==> src/rtl/sprite_animator.sv <==
// Sprite address/frame generator feeding the sprite ROM stage.
// Turns the scan position into sprite-local coordinates and a linear ROM
// address, picks the animation bank, and mirrors the sprite when it faces left.
// Position, facing and walk state only change on frameStart, so a sprite
// never tears partway through a scan.
//
// Animation FSM states:
//   state | meaning
//   IDLE  | standing pose, frameSel held at 0, tick counter cleared
//   WALK  | walking; tick counts video frames, frameSel advances every
//         | TICKS_PER_FRAME frames and wraps after NUM_FRAMES banks
module sprite_animator #(
    parameter int SPRITE_W        = 24,
    parameter int SPRITE_H        = 45,
    parameter int NUM_FRAMES      = 3,
    parameter int TICKS_PER_FRAME = 6
) (
    input  logic        Clk,
    input  logic        Reset,
    input  logic [9:0]  DrawX,
    input  logic [9:0]  DrawY,
    input  logic        frameStart,
    input  logic [9:0]  PosX,
    input  logic [9:0]  PosY,
    input  logic        moving,
    input  logic        faceLeft,
    output logic        inSprite,
    output logic [4:0]  LocalX,
    output logic [5:0]  LocalY,
    output logic [10:0] Address,
    output logic [1:0]  frameSel
);

    localparam int TICK_W = (TICKS_PER_FRAME > 1) ? $clog2(TICKS_PER_FRAME) : 1;
    localparam logic [TICK_W-1:0] TICK_LAST = TICK_W'(TICKS_PER_FRAME - 1);
    localparam logic [1:0]        SEL_LAST  = 2'(NUM_FRAMES - 1);
    localparam logic signed [10:0] W_S      = 11'(SPRITE_W);
    localparam logic signed [10:0] H_S      = 11'(SPRITE_H);
    localparam logic [4:0]        X_LAST    = 5'(SPRITE_W - 1);

    typedef enum logic [0:0] {
        IDLE = 1'b0,
        WALK = 1'b1
    } animState_t;

    animState_t        state;
    logic [TICK_W-1:0] tick;

    logic [9:0] shPosX;
    logic [9:0] shPosY;
    logic       shFaceLeft;

    logic signed [10:0] dx;
    logic signed [10:0] dy;
    logic               hit;
    logic [4:0]         lxNext;
    logic [5:0]         lyNext;
    logic [10:0]        addrNext;

    // Capture position and facing once per video frame.
    always_ff @(posedge Clk) begin
        if (Reset) begin
            shPosX     <= '0;
            shPosY     <= '0;
            shFaceLeft <= 1'b0;
        end else if (frameStart) begin
            shPosX     <= PosX;
            shPosY     <= PosY;
            shFaceLeft <= faceLeft;
        end
    end

    // Animation sequencing; advances only on frameStart using the fresh moving bit.
    always_ff @(posedge Clk) begin
        if (Reset) begin
            state    <= IDLE;
            tick     <= '0;
            frameSel <= '0;
        end else if (frameStart) begin
            case (state)
                IDLE: begin
                    tick     <= '0;
                    frameSel <= '0;
                    if (moving) begin
                        state <= WALK;
                    end
                end
                WALK: begin
                    if (!moving) begin
                        // Stopping snaps straight to the stand pose.
                        state    <= IDLE;
                        tick     <= '0;
                        frameSel <= '0;
                    end else if (tick == TICK_LAST) begin
                        tick     <= '0;
                        frameSel <= (frameSel == SEL_LAST) ? 2'd0 : frameSel + 2'd1;
                    end else begin
                        tick <= tick + 1'b1;
                    end
                end
                default: begin
                    state    <= IDLE;
                    tick     <= '0;
                    frameSel <= '0;
                end
            endcase
        end
    end

    // Sprite-local coordinates and ROM address for the current scan pixel.
    always_comb begin
        // Zero-extend before subtracting so a pixel left of / above the
        // sprite goes negative instead of wrapping into the box.
        dx       = $signed({1'b0, DrawX}) - $signed({1'b0, shPosX});
        dy       = $signed({1'b0, DrawY}) - $signed({1'b0, shPosY});
        hit      = (dx >= 11'sd0) && (dx < W_S) && (dy >= 11'sd0) && (dy < H_S);
        lxNext   = '0;
        lyNext   = '0;
        addrNext = '0;
        if (hit) begin
            lxNext   = shFaceLeft ? (X_LAST - dx[4:0]) : dx[4:0];
            lyNext   = dy[5:0];
            addrNext = 11'(lyNext) * 11'(SPRITE_W) + 11'(lxNext);
        end
    end

    // Register the geometry so it lines up one clock behind DrawX/DrawY.
    always_ff @(posedge Clk) begin
        if (Reset) begin
            inSprite <= 1'b0;
            LocalX   <= '0;
            LocalY   <= '0;
            Address  <= '0;
        end else begin
            inSprite <= hit;
            LocalX   <= lxNext;
            LocalY   <= lyNext;
            Address  <= addrNext;
        end
    end

endmodule

==> config.mk <==
export PLATFORM = sky130hd
export DESIGN_NAME = sprite_animator
export DESIGN_NICKNAME = d
export VERILOG_FILES = /design/src/rtl/sprite_animator.sv
export SDC_FILE = /design/constraint.sdc
export NUM_CORES = 1
export LEC_CHECK = 0
export CORE_UTILIZATION = 54
export CTS_BUF_LIST = sky130_fd_sc_hd__clkbuf_8
export CTS_CLUSTER_DIAMETER = 50
export DETAILED_ROUTE_END_ITERATION = 7
export PLACE_DENSITY = 0.89
export SETUP_SLACK_MARGIN = 0.15
export SLEW_MARGIN = 40
export SYNTH_ARGS = -nofsm -noshare
export SYNTH_HDL_FRONTEND = slang
export SYNTH_SLANG_ARGS = --single-unit
export TNS_END_PERCENT = 20
==> constraint.sdc <==
create_clock -name Clk -period 12.7 [get_ports Clk]
set_clock_uncertainty 0.1 [all_clocks]
set_input_delay 2.54 -clock Clk [delete_from_list [all_inputs] [get_ports Clk]]
set_output_delay 2.54 -clock Clk [all_outputs]
set_load 0.05 [all_outputs]
==> results.ini <==
[clocking]
cts_max_path_buffers = 2
h-tree-depth = 2
cts_tree = yes
cts_buffers = 5
clk_latency_ns = 0.29
cts.sinks = 47
cts_resized = 0
clk_pin_slew_worst_paths_ns = 0.08
postCtsSetupBuffers = 0
cts_hold_buf = 0
cts_root_buffer = clkbuf_8

[min_path]
min_from = shPosX[4]
min_delay_path_depth = 2
min_path_type = reg2reg
min_to = shPosX[4]

[synthesis]
syn-instance-count = 343
synth_cell_types = 54
ys_top_cells_by_area = dfxtp_1, ha_1, mux2i_1
synth_flop_cell = dfxtp_1
yosysTopAreaCell = dfxtp_1
postSynthAreaPerCell_um2 = 9.174
syn_nets = 425
async_reset_ff_frac = 0
ys_warn_count = 0
synth-seq-cells = 47
synth_area_mm2 = 0.003147
synth_top_area_share = 0.2990
synth_edf_count = 0
ys_seq_area_frac = 0.2990

[die]
pin_count = 70
core_area_mm2 = 0.005574
die_y_um = 78.34
rows = 27
die_width_um = 78.34
die_area_mm2 = 0.006136
initial_utilization = 0.5645

[global_route]
antenna_found_initial = 0
grt_overflow = 0
grt_pass1_wl_um = 10570
grt_max_degree = 29
first_global_vias = 2390
grt.total_usage = 0.2152

[power]
power_w = 0.0004189
power.density_mw_per_mm2 = 106.0
ir_drop_mv = 0.06790
p_leak_nw = 1.599

[timing]
relSlewSlack = 0.6028
fmax_mhz = 161.8
finalCritPeriodShare = 0.4867
min_period_ns = 6.181
rsz0062_at_grt = no
setup_violations = 0
timing.final.ws_setup_ns = 6.519
hold_viol = 0
slew_violations = 0
worst_pin_slew_ns = 0.5938
finalSetupTns_ns = 0

[routing]
drt-initial-drc-count = 115
totalWireLength_um = 6289
antenna_left = 0
wl_per_cell_um = 13.18
post-route-drc-count = 0
dr.pass1.iters = 4
vias = 2569
vias_per_cell = 5.386

[cells_and_area]
antennaDiodeCount = 0
fill_cells = 462
area.growth.synth_to_final_pct = 25.57
final_common_cell = clkdlybuf4s50_1
drive_above_1_share = 0.08642
nets = 487
final_cell_mix = clkdlybuf4s50_1, dfxtp_1, inv_1

[setup_path]
cp_max_fo = 6
startpoint_type = input port
crit_buf_inv = 4
rrSetupSlack_ns = 8.87
slowest_delay_ns = 0.57
cp-end-kind = flop
cp_top_family = compound AO/OA/AOI/OAI gates
crit_chain = clkdlybuf4s50_1, inv_1, ha_1, inv_1, fa_1, a21oi_1, o21bai_1, xnor2_1, inv_1, ha_1, o21ai_1, o21bai_1, a21oi_1, xnor3_1, or4_1, a2111oi_4
cp_common_cell = inv_1
crit_type = in2reg
critPathSlowestCell = or4_1
rr_worst_depth = 14
reg2reg_from = shPosY[0]
reg2reg_to = Address[10]
crit_required_ns = 12.80
critPathArrivalTime_ns = 6.28

[place]
port_buffers = 69
place_ws_ns = 6.219
gp_congestion = 0.8334
dp_hpwl_um = 5045

[run_status]
status = complete, no violations

[flow_run]
maxCapViolCount = 0

worst max-delay path by stage:
stage	from	endpoint	cells past startpoint
3_5_place_dp	DrawY[0]	Address[10]	16
4_1_cts	DrawY[0]	Address[10]	16
3_3_place_gp	DrawY[0]	Address[10]	16
6_report	DrawY[0]	Address[10]	16
5_1_grt	DrawY[0]	Address[10]	16
2_1_floorplan	DrawY[0]	Address[10]	15
layout make-up:
cell class / instances / area [µm²] / area share
clock inverters: 1 / 5.005 / 0.001267
multi-input cells: 238 / 1974 / 0.4997
well taps: 72 / 90.09 / 0.02280
repair buffers: 71 / 700.7 / 0.1773
inverters: 42 / 157.7 / 0.03990
clock buffers: 6 / 82.58 / 0.02090
flip-flops and latches: 47 / 940.9 / 0.2381
cell usage after synthesis, types with 2 or more instances:
library cell and instances:
nand2_1 12, inv_1 41, o21ai_1 3, xor2_1 7
xnor2_1 11, o22ai_1 3, fa_1 4, nor2_1 34
a31oi_1 2, nor2b_1 9, nand3_1 4, nand4b_1 2
a21oi_1 13, ha_1 33, o31a_1 2, nor4_2 17
nand3b_1 2, o21bai_1 2, mux2i_1 27, mux2_2 2
a21o_1 3, o21ai_0 6, buf_4 4, or4_1 3
buf_2 2, o21a_1 4, nor3_1 6, o32ai_1 2
clkbuf_1 10, nand4_1 2, nor3b_1 2, dfxtp_1 47
stage by stage:
stage	cells	instance area, µm²	hold WS (ns)	util
floorplan	343	3147	0.3604	-
global placement	470	3865	0.3721	0.6934
detailed placement	470	3864	0.3861	0.6932
CTS	477	3951	0.4067	0.7089
global route	477	3951	0.4362	0.7089
finish	477	3951	0.4001	0.7089
layer usage:
metal  up-vias  routed length (µm)  global-route usage
li1       1307                   -                   -
met1      1190                2723              0.2611
met2        63                3214              0.3851
met4         0                 110             0.07037
met3         9                 240             0.03488
met5         -                   0                   0
report_power, final:
part,internal [W],switching (W)
clock network,0.0000428,0.0000470
registers,0.000152,0.00000279
logic,0.0000758,0.0000990
total,0.000270,0.000149
flip-flops by register name, indices dropped and copies added (netlist names):
| register | cells |
|---|---|
| shPosX | 10 |
| shPosY | 10 |
| Address | 8 |
| LocalY | 6 |
| LocalX | 5 |
| tick | 3 |
| frameSel | 2 |
| inSprite | 1 |
| shFaceLeft | 1 |
| state | 1 |
logic make-up after synthesis:
group	share of synthesized area
AND/OR/NAND/NOR	0.2048
buffers and inverters	0.07475
AO/OA/AOI/OAI	0.1145
flip-flops	0.2990
adder cells (fa/ha/maj)	0.1567
multiplexers	0.09304
XOR/XNOR	0.05726
worst register-to-register path, stage by stage (launching register included):
cell	delay (ns)
dfxtp_1	0.34
ha_1	0.17
inv_1	0.05
fa_1	0.39
a21oi_1	0.20
o21bai_1	0.10
xnor2_1	0.42
inv_1	0.13
ha_1	0.36
o21ai_1	0.09
o21bai_1	0.08
a21oi_1	0.16
xnor3_1	0.28
or4_1	0.57
a2111oi_4	0.30
Note: power is estimated with default switching activity, not from simulation.
